### src/rtl/s2p_deser.sv
// -----------------------------------------------------------------------------
// s2p_deser - parametrised serial-to-parallel deserializer
//
// Shifts in one word of 1..DATA_W bits, one bit per clock on which sdata_valid
// is high. The word length and bit order are captured on the start pulse. The
// finished word is right-justified and presented on a registered valid/ready
// output. If a word finishes while the previous one is still unconsumed, the
// new word is dropped and the sticky overrun flag is raised.
//
// Optional feature (compile-time macro S2P_PARITY_EN):
//   When the macro is defined, each word is followed by one even-parity bit. A
//   parity mismatch is reported on parity_err when the word loads. When the
//   macro is not defined, there is no parity phase and parity_err is tied to 0.
//
// Parameters
//   DATA_W  maximum word width in bits (>= 2)
//   LEN_W   width of len; must satisfy 2**LEN_W > DATA_W
//
// Ports
//   clk          in   rising-edge clock
//   reset        in   asynchronous, active-high reset
//   start        in   1-cycle pulse that begins a word (ignored while busy)
//   len          in   bits per word, sampled at start (0 or > DATA_W => DATA_W)
//   lsb_first    in   sampled at start: 1 = first bit is bit 0, 0 = MSB first
//   sdata        in   serial data bit
//   sdata_valid  in   sdata qualifier
//   out_data     out  received word, right-justified, upper bits zero
//   out_valid    out  out_data holds an unconsumed word
//   out_ready    in   consumer accepts out_data when out_valid & out_ready
//   busy         out  word reception in progress
//   overrun      out  sticky: a completed word was dropped
//   clr_err      in   synchronous clear of overrun and parity_err
//   parity_err   out  parity error of the last loaded word (0 without parity)
// -----------------------------------------------------------------------------
module s2p_deser #(
    parameter int DATA_W = 16,
    parameter int LEN_W  = 5
) (
    input  logic              clk,
    input  logic              reset,
    input  logic              start,
    input  logic [LEN_W-1:0]  len,
    input  logic              lsb_first,
    input  logic              sdata,
    input  logic              sdata_valid,
    output logic [DATA_W-1:0] out_data,
    output logic              out_valid,
    input  logic              out_ready,
    output logic              busy,
    output logic              overrun,
    input  logic              clr_err,
    output logic              parity_err
);

    typedef enum logic [1:0] {
        IDLE   = 2'd0,
        SHIFT  = 2'd1
`ifdef S2P_PARITY_EN
        ,
        PARITY = 2'd2
`endif
    } state_t;

    localparam logic [LEN_W-1:0] FULL_LEN = LEN_W'(DATA_W);

    state_t              state_q;
    state_t              state_d;
    logic [LEN_W-1:0]    cnt_q;
    logic [LEN_W-1:0]    eff_len_q;
    logic                lsb_q;
    logic [DATA_W-1:0]   shreg_q;
    logic [DATA_W-1:0]   shreg_shift;  // shreg value after sampling sdata
    logic                last_bit;     // the eff_len-th data bit is sampled now
    logic                done;         // word completes on this clock
    logic [DATA_W-1:0]   word;         // word to hand to the output register
`ifdef S2P_PARITY_EN
    logic                word_perr;
    logic                parity_err_q;
`endif

    // Next shift-register contents if sdata is sampled this clock.
    // NOTE: every variable written in an always_comb gets a default first,
    // otherwise paths that skip an assignment infer a latch.
    always_comb begin
        shreg_shift = shreg_q;
        if (lsb_q) begin
            for (int i = 0; i < DATA_W; i++) begin
                if (LEN_W'(i) == cnt_q) begin
                    shreg_shift[i] = sdata;
                end
            end
        end else begin
            shreg_shift = {shreg_q[DATA_W-2:0], sdata};
        end
    end

    assign last_bit = (state_q == SHIFT) && sdata_valid &&
                      ((cnt_q + LEN_W'(1)) == eff_len_q);

    // Next-state and completion decode.
    always_comb begin
        state_d   = state_q;
        done      = 1'b0;
        word      = shreg_shift;
`ifdef S2P_PARITY_EN
        word_perr = 1'b0;
`endif
        case (state_q)
            IDLE: begin
                if (start) begin
                    state_d = SHIFT;
                end
            end
            SHIFT: begin
                if (last_bit) begin
`ifdef S2P_PARITY_EN
                    state_d = PARITY;
`else
                    state_d = IDLE;
                    done    = 1'b1;
`endif
                end
            end
`ifdef S2P_PARITY_EN
            PARITY: begin
                if (sdata_valid) begin
                    state_d   = IDLE;
                    done      = 1'b1;
                    word      = shreg_q;
                    // Bits above eff_len are zero, so reducing the whole
                    // register gives the parity of the data bits only.
                    word_perr = (^shreg_q) ^ sdata;
                end
            end
`endif
            default: state_d = IDLE;
        endcase
    end

    // NOTE: sequential state uses non-blocking assignments so every register
    // samples the pre-edge values regardless of statement order.
    always_ff @(posedge clk or posedge reset) begin
        if (reset) begin
            state_q <= IDLE;
        end else begin
            state_q <= state_d;
        end
    end

    // Word capture datapath.
    always_ff @(posedge clk or posedge reset) begin
        if (reset) begin
            cnt_q     <= '0;
            eff_len_q <= FULL_LEN;
            lsb_q     <= 1'b0;
            shreg_q   <= '0;
        end else begin
            case (state_q)
                IDLE: begin
                    if (start) begin
                        eff_len_q <= (len == '0 || len > FULL_LEN) ? FULL_LEN : len;
                        lsb_q     <= lsb_first;
                        shreg_q   <= '0;
                        cnt_q     <= '0;
                    end
                end
                SHIFT: begin
                    if (sdata_valid) begin
                        shreg_q <= shreg_shift;
                        cnt_q   <= cnt_q + LEN_W'(1);
                    end
                end
                default: ;
            endcase
        end
    end

    // Output register with overrun detection. The clear is written first so a
    // simultaneous new error event overrides it.
    always_ff @(posedge clk or posedge reset) begin
        if (reset) begin
            out_data  <= '0;
            out_valid <= 1'b0;
            overrun   <= 1'b0;
`ifdef S2P_PARITY_EN
            parity_err_q <= 1'b0;
`endif
        end else begin
            if (clr_err) begin
                overrun <= 1'b0;
`ifdef S2P_PARITY_EN
                parity_err_q <= 1'b0;
`endif
            end
            if (done) begin
                if (!out_valid || out_ready) begin
                    out_data  <= word;
                    out_valid <= 1'b1;
`ifdef S2P_PARITY_EN
                    parity_err_q <= word_perr;
`endif
                end else begin
                    overrun <= 1'b1;
                end
            end else if (out_valid && out_ready) begin
                out_valid <= 1'b0;
            end
        end
    end

`ifdef S2P_PARITY_EN
    assign parity_err = parity_err_q;
`else
    assign parity_err = 1'b0;
`endif

    assign busy = (state_q != IDLE);

endmodule

### config.mk
export PLATFORM = sky130hd
export DESIGN_NAME = s2p_deser
export DESIGN_NICKNAME = d
export VERILOG_FILES = /design/src/rtl/s2p_deser.sv
export SDC_FILE = /design/constraint.sdc
export NUM_CORES = 1
export LEC_CHECK = 0
export BUFFER_PORTS_ARGS = -buffer_cell sky130_fd_sc_hd__buf_2
export CORE_MARGIN = 5
export CORE_UTILIZATION = 44
export DETAILED_ROUTE_END_ITERATION = 10
export GPL_TIMING_DRIVEN = 0
export PLACE_DENSITY = 0.64
export SLEW_MARGIN = 25
export SYNTH_ARGS = -nofsm -noshare
export SYNTH_HDL_FRONTEND = slang
export SYNTH_SLANG_ARGS = --single-unit
### constraint.sdc
create_clock -name clk -period 4.48 [get_ports clk]
set_input_delay 0.896 -clock clk [delete_from_list [all_inputs] [get_ports clk]]
set_output_delay 0.896 -clock clk [all_outputs]
set_load 0.005 [all_outputs]
# After elaboration in Yosys (flattened, before gate mapping)
# Index checks and enable logic that the tools add are counted.
# W data, S select, Z words.
# totals
output_inout_bits,20
input_bits,13
register_bits,47
elab_cells,83
# classes
muxes,35
n_lt_le_gt_ge,1
n_eq_ne,21
add_sub_neg,1
reduce_logical,17
# op_table
cell,n
$mux W16,3
$eq A4 B5 Y1 const A,8
$pmux W16 S2,1
$mux W1,24
$eq A3 B5 Y1 const A,4
$mux W5,3
$eq A2 B5 Y1 const A,2
$logic_not A5 Y1,2
$pmux W5 S2,1
$reduce_and A2 Y1,4
$ne A2 B2 Y1 const B,3
$reduce_bool A2 Y1,3
$add A5 B1 Y5 const B,1
$eq A1 B5 Y1 const A,1
$eq A5 B5 Y1,1
$gt A5 B5 Y1 const B,1
$mux W2,2
$pmux W2 S2,1
$logic_and A1 B1 Y1,3
$reduce_and A3 Y1,1
$eq A2 B1 Y1 const B,1
$logic_not A2 Y1,1
$logic_or A1 B1 Y1,2
$ne A2 B1 Y1 const B,1
$logic_not A1 Y1,1

# Longest topological paths before layout
# Gate-level depths: netlist of run 1.
# depth
ltp_word,7
depth_mapped,9
ltp_nobuf,7

# Worst setup path after synthesis of run 1
# Ideal clock, no wire load.
# synth_timing
path_type,register to register
from,register cnt_q[0]
to,register out_data[11]
path_stages_with_launch,9
synth_period_minus_slack_ns,2.303
required_time_ns,4.355
setup_slack_ns,2.177
path_buffers,1
t_arrival_ns,2.178
setup_ns,0.125
cell_sequence,dfrtp_1 > ha_1 > and3_1 > ha_1 > xor2_1 > nand4_1 > nand4b_4 > buf_6 > mux2_4
# synth_between
elab_chain_len,6
word_cells_on_any_way,9
classes_between,1 x add/sub; 2 x eq/ne; 4 x mux; 2 x reduce/logical
# synth_lines
element,line_no,text
start: declaration,68,logic [LEN_W-1:0] cnt_q;
start signal: assignment,170,cnt_q <= cnt_q + LEN_W'(1);
$add A5 B1 Y5,98,((cnt_q + LEN_W'(1)) == eff_len_q);
$eq A5 B5 Y1,98,
$logic_and A1 B1 Y1,97,assign last_bit = (state_q == SHIFT) && sdata_valid &&
$mux W1,115,if (last_bit) begin
$mux W1,108,case (state_q)
$reduce_and A2 Y1 (no source line),--,
end signal: assignment,197,out_data <= word;
end: declaration,46,"output logic [DATA_W-1:0] out_data,"
# Several ways; a longest one is shown, not always the timed one.
# A chain may end at the register's enable or synchronous reset.

# Final worst setup path of run 1
# layout_timing
from,register cnt_q[0]
to,register out_data[12]
# The elaborated chain is that of the path after synthesis.

==> results.ini, run 1 <==
[floorplanning]
die_y_um = 84.8
fp-row-count = 27
ios = 33
die_x_um = 84.8
initial_core_util = 0.450
core_um2 = 5470
dieArea_um2 = 7190

[status]
status = completed

[layout]
final_cells = 333
fin_area_um2 = 2820
final_util = 0.514
nets = 279
drive_above_1_share = 0.245
syn2layout_area_growth_pct = 14.3
insertedDiodeCount = 0

[detailed_routing]
drtIter0Drc = 98
drcViolationCount = 0
via_per_inst = 5.29
drt_wl_total_mm = 5.04
vias = 1763
drt_pass1_iterations = 4
antenna_left = 0
wire_per_inst_um = 15.1

[synth]
synth_cell_types = 35
synth_top_area_cell = dfrtp_1
synth_most_common_cell = dfrtp_1
yosysTopAreaCellShare = 0.457
synthArstFlopShare = 1.00
synthCells = 221
synth_edf_count = 0
synthTopCellsByArea = dfrtp_1 46%, mux2i_1 7.3%, a22o_1 5.3%, mux2_4 4.9%, nor4bb_1 3.3%
yosysWarnings = 0
synth_nets = 240
synthFlopType = dfrtp_1
synth_seq_cells = 46
syn_area_um2 = 2460
ys_seq_area_frac = 0.468
synth_common_cells = 45 x dfrtp_1, 18 x mux2i_1, 15 x a22o_1, 15 x nor2_1
synth.avg_cell_area_um2 = 11.1

[setup_path]
rr_worst_depth = 8
crit_path_end_kind = flop
critical_path.most_common_cell = ha_1
worstSetupStartpointType = flop
critPathMaxFanout = 10
cp_slowest_stage_delay_ns = 0.47
crit_chain = ha_1, and3_1, ha_1, xor2_1, nand4_1, nand4b_4, buf_6, mux2_4
rr_endpoint = out_data[12]
path_class = flop to flop
worstPathBufferInverterCount = 1
crit_required_ns = 4.66
crit_slowest_cell = dfrtp_1
rr_startpoint = cnt_q[0]
rrSetupSlack_ns = 1.87
crit_family = simple AND/OR/NAND/NOR gates
arrival_ns = 2.79

[clock_tree]
post-cts-setup-buffers = 0
clock_sinks = 46
hold_buffers = 0
clkSlewWorstSetupHoldPaths_ns = 0.08
cts_tree = built
clk_latency_ns = 0.29
cts-root-buf = clkbuf_8
h-tree-depth = 2
cts_resized = 0
clk_path_buf_depth = 2
cts_made_buffers = 5

[timing]
setup_viol = 0
fmax_mhz = 383
relSlewSlack = 0.644
whs_ns = 0.494
clock_skew_ns = 0.00604
slew_viol_final = 0
hold_viol = 0
post-route-min-period_ns = 2.61
setup_ws_ns = 1.87
worst_slew_pin_slew_ns = 0.534
rsz0062_at_grt = false
setup_tns_ns = 0
period_share = 0.583

[place]
dp_hpwl_mm = 3.63
place_ws_ns = 1.86
dp.cells = 325
port_buffers = 31
globalplace.congestion = 0.779
placed_area_um2 = 2740

[worst_hold_path]
holdCritStartpoint = out_data[6]
hold_depth = 1
whs_endpoint = out_data[6]
hold_path.class = flop to flop

[grt]
grt_pass1_vias = 1788
grt_use_total = 0.150
overflow = 0
grt_pass1_wl_mm = 8.68
antenna_found_initial = 0
grt_max_degree = 25

[power_and_ir_drop]
peakVddDrop_mv = 0.309
p_leak_nw = 1.34
power.density_nw_per_um2 = 707
p_total_mw = 1.99

[run]
max-cap-violations = 0

==> kinds of logic after synthesis <==
kind of cell,share of synthesized area
AND/OR/NAND/NOR,0.146
AO/OA/AOI/OAI,0.121
flip-flops,0.468
multiplexers,0.154
buffers and inverters,0.0478
other,0.00152
XOR/XNOR,0.0315
adder cells (fa/ha/maj),0.0305
==> final cells by class <==
type | instances | area (µm²)
inverters | 9 | 33.8
well taps | 72 | 90.1
multi-input cells | 150 | 1190
clock buffers | 8 | 80.1
fillers | 545 | 2660
repair buffers | 32 | 183
flip-flops and latches | 46 | 1150
plain buffers | 16 | 83.8
==> where the power goes <==
part	leakage (nW)	total, mW	switching, mW	internal (mW)
clock	0.0395	0.242	0.131	0.111
sequential	0.570	0.748	0.135	0.613
combinational	0.727	0.998	0.509	0.489
==> per-layer routing <==
layer | vias up | part of all wire | GRT usage
met3 | 6 | 0.049 | 0.0359
met5 | - | 0 | 0
met2 | 37 | 0.46 | 0.231
li1 | 859 | - | -
met4 | 0 | 0.011 | 0.0388
met1 | 861 | 0.48 | 0.211
==> flip-flops by register name (all words and copies together), names as in the netlist <==
| name | cells |
|---|---|
| out_valid | 1 |
| out_data | 16 |
| shreg_q | 16 |
| cnt_q | 5 |
| eff_len_q | 5 |
| lsb_q | 1 |
| state_q | 1 |
| overrun | 1 |
==> placed cells by master (no fill, tap or decap), drive strengths merged, types with 2 or more instances in the layout <==
master / instances
ha: 6
nor4bb: 8
mux2: 15
mux2i: 18
o21ai: 14
clkbuf: 16
inv: 9
buf: 40
nor2: 15
nor4b: 3
nand2: 14
nand4b: 4
a22o: 15
dfrtp: 45
and2: 2
nand2b: 6
xnor2: 4
a21oi: 14
xor2: 4
==> worst register-to-register path, cell delays in order (launching register included) <==
cell and delay, ns:
dfrtp_1 0.47, ha_1 0.33, and3_1 0.22, ha_1 0.31
xor2_1 0.16, nand4_1 0.17, nand4b_4 0.31, buf_6 0.23
mux2_4 0.31
==> worst max-delay path by stage <==
stage / startpoint / endpoint / slack [ns] / depth (start not counted)
4_1_cts: cnt_q[0] / out_data[12] / 1.82 / 8
3_3_place_gp: reset / out_data[14] / 1.84 / 2
5_1_grt: cnt_q[0] / out_data[12] / 1.70 / 8
2_1_floorplan: cnt_q[0] / out_data[11] / 2.18 / 8
6_report: cnt_q[0] / out_data[12] / 1.87 / 8
3_5_place_dp: cnt_q[0] / out_data[1] / 1.86 / 8
No activity file was read; power rests on OpenSTA's default activity.
==> inputs of run 2 (changes only) <==
--- a/config.mk
+++ b/config.mk
@@ -5,12 +5,13 @@
 export SDC_FILE = /design/constraint.sdc
 export NUM_CORES = 1
 export LEC_CHECK = 0
+export ABC_AREA = 1
 export BUFFER_PORTS_ARGS = -buffer_cell sky130_fd_sc_hd__buf_2
 export CORE_MARGIN = 5
 export CORE_UTILIZATION = 44
 export DETAILED_ROUTE_END_ITERATION = 10
 export GPL_TIMING_DRIVEN = 0
-export PLACE_DENSITY = 0.64
+export PLACE_DENSITY = 0.66
 export SLEW_MARGIN = 25
 export SYNTH_ARGS = -nofsm -noshare
 export SYNTH_HDL_FRONTEND = slang
==> constraint.sdc (replaced) <==
create_clock -name clk -period 2.1 [get_ports clk]
set_input_delay 0.42 -clock clk [delete_from_list [all_inputs] [get_ports clk]]
set_output_delay 0.42 -clock clk [all_outputs]
set_load 0.005 [all_outputs]
==> run 2 against run 1 <==
Compared with the run above:
- wire length increased by 29%
- critical endpoint is now out_data[1]
- critical path type unchanged
- sequential share of layout area shrank 3.9 points
- power increased by 130%
- setup slack lost 1.8 ns
- largest power group unchanged
- synthesized cell count rose by 65%
==> results.ini, run 2 <==
[status]
status = completed  ; unchanged

[synth]
synth_seq_cells = 46  ; unchanged
syn_area_um2 = 2620  ; was 2460 µm²
synthArstFlopShare = 1.00  ; unchanged
yosysWarnings = 0  ; unchanged
synth_cell_types = 25  ; was 35
synth_common_cells = 121 x nand2_1, 61 x nand3_1, 49 x inv_1, 45 x dfrtp_1, 24 x nor2_1  ; was 45 x dfrtp_1, 18 x mux2i_1, 15 x a22o_1, 15 x nor2_1
synth_most_common_cell = nand2_1  ; was dfrtp_1
synth_nets = 384  ; was 240
ys_seq_area_frac = 0.439  ; was 0.468
synthTopCellsByArea = dfrtp_1 43%, nand2_1 17%, nand3_1 12%, inv_1 7.0%, o22ai_1 3.6%  ; was dfrtp_1 46%, mux2i_1 7.3%, a22o_1 5.3%, mux2_4 4.9%, nor4bb_1 3.3%
synthCells = 365  ; was 221
synth_edf_count = 0  ; unchanged
synth_top_area_cell = dfrtp_1  ; unchanged
yosysTopAreaCellShare = 0.429  ; was 0.457
synth.avg_cell_area_um2 = 7.18  ; was 11.1 µm²
synthFlopType = dfrtp_1  ; unchanged

[setup_path]
crit_start = cnt_q[1]  ; was cnt_q[0]
rr_endpoint = out_data[1]  ; was out_data[12]
arrival_ns = 2.21  ; was 2.79 ns
critPathMaxFanout = 5  ; was 10
crit_required_ns = 2.31  ; was 4.66 ns
rr_startpoint = cnt_q[1]  ; was cnt_q[0]
rr_worst_depth = 14  ; was 8
path_class = flop to flop  ; unchanged
crit_path_end_kind = flop  ; unchanged
rrSetupSlack_ns = 0.1  ; was 1.87 ns
worstSetupStartpointType = flop  ; unchanged

[clock_tree]
cts_tree = built  ; unchanged
clk_path_buf_depth = 2  ; unchanged
clk_latency_ns = 0.31  ; was 0.29 ns
cts_made_buffers = 5  ; unchanged
clkSlewWorstSetupHoldPaths_ns = 0.10  ; was 0.08 ns
cts-root-buf = clkbuf_8  ; unchanged
h-tree-depth = 2  ; unchanged
clock_sinks = 46  ; unchanged
hold_buffers = 0  ; unchanged

[power_and_ir_drop]
power.density_nw_per_um2 = 1500  ; was 707 nW/µm²
p_leak_nw = 1.68  ; was 1.34 nW
peakVddDrop_mv = 0.688  ; was 0.309 mV
p_total_mw = 4.66  ; was 1.99 mW

[timing]
post-route-min-period_ns = 2.00  ; was 2.61 ns
fmax_mhz = 499  ; was 383 MHz
setup_ws_ns = 0.0955  ; was 1.87 ns
worst_slew_pin_slew_ns = 0.616  ; was 0.534 ns
period_share = 0.955  ; was 0.583
relSlewSlack = 0.589  ; was 0.644
setup_tns_ns = 0  ; unchanged
hold_viol = 0  ; unchanged
setup_viol = 0  ; unchanged
clock_skew_ns = 0.0104  ; was 0.00604 ns
slew_viol_final = 0  ; unchanged

[detailed_routing]
antenna_left = 0  ; unchanged
drtIter0Drc = 183  ; was 98
via_per_inst = 5.11  ; was 5.29
wire_per_inst_um = 13.4  ; was 15.1 µm
vias = 2479  ; was 1763
drcViolationCount = 0  ; unchanged
drt_pass1_iterations = 5  ; was 4
drt_wl_total_mm = 6.52  ; was 5.04 mm

[floorplanning]
fp-row-count = 28  ; was 27
initial_core_util = 0.448  ; was 0.450
ios = 33  ; unchanged
core_um2 = 5850  ; was 5470 µm²
die_y_um = 87.2  ; was 84.8 µm
dieArea_um2 = 7600  ; was 7190 µm²
die_x_um = 87.2  ; was 84.8 µm

[layout]
final_cells = 485  ; was 333
most-common-layout-cells = 113 x nand2_1, 61 x nand3_1, 46 x inv_1, 43 x dfrtp_1, 32 x buf_2  ; was 45 x dfrtp_1, 35 x buf_2, 18 x mux2i_1, 15 x nor2_1, 15 x a22o_1
final_common_cell = nand2_1  ; was dfrtp_1
insertedDiodeCount = 0  ; unchanged
reg_top3 = out_data x16, shreg_q x16  ; unchanged
drive_above_1_share = 0.193  ; was 0.245
nets = 428  ; was 279
syn2layout_area_growth_pct = 18.8  ; was 14.3%

[grt]
grt_use_total = 0.184  ; was 0.150
grt_pass1_vias = 2272  ; was 1788
grt_pass1_wl_mm = 10.9  ; was 8.68 mm
antenna_found_initial = 0  ; unchanged
grt_max_degree = 28  ; was 25
overflow = 0  ; unchanged

[place]
port_buffers = 31  ; unchanged
dp_hpwl_mm = 4.70  ; was 3.63 mm
place_ws_ns = -0.189  ; was 1.86 ns
globalplace.congestion = 0.855  ; was 0.779
dp.cells = 472  ; was 325

[worst_hold_path]
hold_path.class = input port to asynchronous set/reset pin  ; was flop to flop

[run]
max-cap-violations = 0  ; unchanged

==> run 2: cell count changes after synthesis, moves of 9 or more <==
cell / change
a22o_1: -15
inv_1: +40
nand3_1: +60
o22ai_1: +15
nand2_1: +107
mux2i_1: -18
a21oi_1: -12
nor2_1: +9
==> run 2: timing repair <==
item                                    CTS  global route
resized for setup                         4            17
gates cloned                              0             1
pin swaps                                 3            10
endpoints found under the setup margin   18            18
setup buffers                             4             0
==> run 2: cell families (layout without fill, tap and decap cells) <==
family,Yosys count,count (layout),synth area share
fa+ha+maj,6,6,0.0286
simple gates,216,216,0.356
flops,46,46,0.439
buf+inv,66,111,0.108
other cells,1,1,0.00143
compound gates,30,30,0.0663
==> run 2: final cells by class <==
type                       instances  area [µm²]
inverter                          52         198
clock inverter                     2        13.8
clock buffer                       6        72.6
timing repair buffer              37         250
sequential                        46        1150
buffer                            14        91.3
tap                               75        93.8
multi-input combinational        253        1240
fill                             578        2730
==> run 2: report_power, final <==
part           switching (mW)  total (mW)  leakage (nW)  internal, mW
sequential              0.255        1.55         0.574          1.29
clock                   0.328       0.564        0.0452         0.236
combinational            1.60        2.55          1.06         0.945
==> run 2: worst max-delay path, cell delays in order, from the launching register on <==
cell and delay [ns]:
dfrtp_2 0.44, ha_4 0.18, inv_4 0.06, nor2_2 0.05
ha_4 0.29, inv_2 0.04, nand2_1 0.05, nand2_1 0.04
nor2_1 0.09, nand2_1 0.08, nor2_4 0.13, nand3_4 0.14
clkbuf_16 0.20, nand2_2 0.05, nand2_1 0.05
==> run 2: per-stage QoR <==
step / util / instance area [µm²] / hold slack, ns
finish: 0.533 / 3120 / 0.173
CTS: 0.518 / 3030 / 0.196
global placement: 0.491 / 2870 / 0.458
floorplan: - / 2620 / 0.465
detailed placement: 0.496 / 2900 / 0.460
global route: 0.533 / 3120 / 0.224
==> run 2: worst max path at each step <==
| stage | end | cells past startpoint | slack (ns) |
|---|---|---|---|
| final | out_data[1] | 14 | 0.1 |
| after global routing | out_data[1] | 14 | -0.01 |
| after global placement | out_data[0] | 14 | -0.15 |
| after CTS | out_data[2] | 14 | 0.03 |
| after detailed placement | out_data[2] | 14 | -0.19 |
| after floorplan | out_data[11] | 14 | 0.09 |
==> run 2: routing by layer <==
metal / global-route usage / part of all wire / vias up
li1: - / - / 1243
met1: 0.258 / 0.48 / 1154
met2: 0.284 / 0.46 / 72
met3: 0.0341 / 0.048 / 10
met4: 0.0656 / 0.016 / 0
met5: 0 / 0 / -
==> inputs of run 3 (changes only) <==
--- a/config.mk
+++ b/config.mk
@@ -7,11 +7,14 @@
 export LEC_CHECK = 0
 export ABC_AREA = 1
 export BUFFER_PORTS_ARGS = -buffer_cell sky130_fd_sc_hd__buf_2
+export CELL_PAD_IN_SITES_DETAIL_PLACEMENT = 0
+export CELL_PAD_IN_SITES_GLOBAL_PLACEMENT = 1
 export CORE_MARGIN = 5
-export CORE_UTILIZATION = 44
+export CORE_UTILIZATION = 38
 export DETAILED_ROUTE_END_ITERATION = 10
 export GPL_TIMING_DRIVEN = 0
-export PLACE_DENSITY = 0.66
+export PLACE_DENSITY = 0.76
+export RECOVER_POWER = 100
 export SLEW_MARGIN = 25
 export SYNTH_ARGS = -nofsm -noshare
 export SYNTH_HDL_FRONTEND = slang
==> run 3 against run 2 <==
Compared with the run above:
- via count down 2.3%
- critical path depth stayed put
- power grew 1.3%
- combinational power about the same
- non-clock buffer count grew 4
==> results.ini, run 3 (synthesized netlist as in run 2, its figures left out) <==
[status]
status = completed  ; unchanged

[power_and_ir_drop]
power_frac_seq = 0.325  ; was 0.332
p_leak_nw = 1.64  ; was 1.68 nW
power_frac_comb = 0.543  ; was 0.547
peakVddDrop_mv = 0.545  ; was 0.688 mV
p_sw_frac = 0.466  ; was 0.470
net-switching-power_mw = 2.20  ; was 2.19 mW
internal_power_mw = 2.52  ; was 2.47 mW
power.density_nw_per_um2 = 1520  ; was 1500 nW/µm²
clockPowerShare = 0.132  ; was 0.121

[detailed_routing]
antenna_left = 0  ; unchanged
drt_pass1_iterations = 5  ; unchanged
wire_per_inst_um = 13.8  ; was 13.4 µm
vias = 2423  ; was 2479
top_layer_used = met4  ; unchanged
drtIter0Drc = 137  ; was 183
via_per_inst = 4.90  ; was 5.11
drcViolationCount = 0  ; unchanged
dr_wl_met2_mm = 3.12  ; was 3.00 mm
met1_length_mm = 3.37  ; was 3.10 mm
drt_wl_total_mm = 6.82  ; was 6.52 mm
wl_met3_um = 267  ; was 311 µm

[clock_tree]
cts_tree = built  ; unchanged
cts-root-buf = clkbuf_8  ; unchanged
hold_buffers = 0  ; unchanged
clock_sinks = 46  ; unchanged
h-tree-depth = 2  ; unchanged
clk_path_buf_depth = 2  ; unchanged
clkSlewWorstSetupHoldPaths_ns = 0.09  ; was 0.10 ns
cts_made_buffers = 5  ; unchanged
clk_latency_ns = 0.31  ; about the same

[timing]
hold_viol = 0  ; unchanged
clock_skew_ns = 0.0137  ; was 0.0104 ns
relSlewSlack = 0.473  ; was 0.589
worst_slew_pin_slew_ns = 0.791  ; was 0.616 ns
rsz0062_at_grt = true
slew_viol_final = 0  ; unchanged
setup_viol = 0  ; unchanged
setup_ws_ns = 0.144  ; was 0.0955 ns
period_share = 0.932  ; was 0.955
fmax_mhz = 511  ; was 499 MHz
post-route-min-period_ns = 1.96  ; was 2.00 ns

[setup_path]
rr_worst_depth = 14  ; unchanged
rr_startpoint = cnt_q[1]  ; unchanged
crit_path_end_kind = flop  ; unchanged
critical_path.most_common_cell = nand2_1  ; unchanged
rr_endpoint = out_data[0]  ; was out_data[1]
crit_chain = ha_4, inv_4, nor2_2, ha_4, inv_2, nand2_1, nand2_1, nor2_1, nand2_1, nor2_4, nand3_4, buf_6, nand2_1, nand2_1  ; was ha_4, inv_4, nor2_2, ha_4, inv_2, nand2_1, nand2_1, nor2_1, nand2_1, nor2_4, nand3_4, clkbuf_16, nand2_2, nand2_1
worstSetupStartpointType = flop  ; unchanged
rrSetupSlack_ns = 0.14  ; was 0.1 ns
worstPathBufferInverterCount = 3  ; unchanged
cp_slowest_stage_delay_ns = 0.42  ; was 0.44 ns
crit_required_ns = 2.30  ; was 2.31 ns
crit_family = simple AND/OR/NAND/NOR gates  ; unchanged
arrival_ns = 2.16  ; was 2.21 ns
path_class = flop to flop  ; unchanged
critPathCapture = out_data[0]  ; was out_data[1]
crit_slowest_cell = dfrtp_1  ; was dfrtp_2
critPathMaxFanout = 5  ; unchanged
crit_start = cnt_q[1]  ; unchanged
crit_cells = 14  ; unchanged

[layout]
final_cells = 494  ; was 485
insertedDiodeCount = 0  ; unchanged
reg_top3 = out_data x16, shreg_q x16  ; unchanged
drive_above_1_share = 0.152  ; was 0.193
syn2layout_area_growth_pct = 18.2  ; was 18.8%
final_common_cell = nand2_1  ; unchanged
fin_area_um2 = 3100  ; was 3120 µm²
fillers = 727  ; was 578
most-common-layout-cells = 118 x nand2_1, 61 x nand3_1, 47 x inv_1, 44 x dfrtp_1, 20 x nor2_1  ; was 113 x nand2_1, 61 x nand3_1, 46 x inv_1, 43 x dfrtp_1, 32 x buf_2
nets = 432  ; was 428

[grt]
antenna_found_initial = 0  ; unchanged
overflow = 0  ; unchanged
grt_use_total = 0.174  ; was 0.184
grt_pass1_wl_mm = 11.9  ; was 10.9 mm
grt_pass1_vias = 2398  ; was 2272
grt_max_degree = 31  ; was 28

[floorplanning]
core_um2 = 6760  ; was 5850 µm²
dieArea_um2 = 8660  ; was 7600 µm²
ios = 33  ; unchanged
initial_core_util = 0.388  ; was 0.448
die_x_um = 93.1  ; was 87.2 µm
fp-row-count = 30  ; was 28
die_y_um = 93.1  ; was 87.2 µm

[worst_hold_path]
hold_path.class = input port to asynchronous set/reset pin  ; unchanged

[place]
place_ws_ns = -0.207  ; was -0.189 ns
globalplace.congestion = 0.798  ; was 0.855
placed_area_um2 = 2900  ; about the same
dp.cells = 477  ; was 472
dp_hpwl_mm = 4.95  ; was 4.70 mm
port_buffers = 31  ; unchanged

[run]
max-cap-violations = 0  ; unchanged

run 3: power by group through the flow:
stage	registers [mW]	logic, mW	clock network, mW
after floorplan	1.52	1.72	0
after global placement	1.55	2.36	0
after detailed placement	1.56	2.38	0
after CTS	1.52	2.53	0.643
after global routing	1.59	2.95	0.686
final	1.53	2.56	0.624
run 3: stage by stage:
stage | util | hold slack [ns] | setup TNS, ns | total power, mW
3_3_place_gp | 0.426 | 0.458 | -7.56 | 3.90
2_1_floorplan | - | 0.465 | 0 | 3.24
5_1_grt | 0.459 | 0.231 | -0.141 | 5.23
6_report | 0.459 | 0.169 | 0 | 4.72
4_1_cts | 0.456 | 0.0850 | 0 | 4.69
3_5_place_dp | 0.429 | 0.421 | -2.28 | 3.94
run 3: area by class of cell:
type	instances	area [µm²]	share of cell area
plain buffers	14	87.6	0.0282
clock buffers	7	96.3	0.0311
clock inverters	1	8.76	0.00282
inverters	52	198	0.0638
multi-input cells	253	1230	0.397
flip-flops and latches	46	1150	0.372
well taps	80	100	0.0323
repair buffers	41	226	0.0730
run 3: what timing repair did:
action	4_1_cts	5_1_grt
buffers inserted	5	3
pin swaps	4	8
resized for setup	6	10
setup endpoints to repair	18	21
gates cloned	1	0
run 3: how the worst min path moves through the flow:
stage / startpoint / cells past startpoint / endpoint
5_1_grt: reset / 2 / overrun
6_report: reset / 2 / out_data[15]
4_1_cts: reset / 2 / out_data[15]
2_1_floorplan: out_data[15] / 2 / out_data[15]
3_5_place_dp: reset / 2 / out_data[15]
3_3_place_gp: out_data[11] / 2 / out_data[11]
run 3: layer usage:
layer / GRT usage / vias up
li1: - / 1254
met1: 0.246 / 1118
met2: 0.276 / 46
met3: 0.0314 / 5
met4: 0.0440 / 0
met5: 0 / -
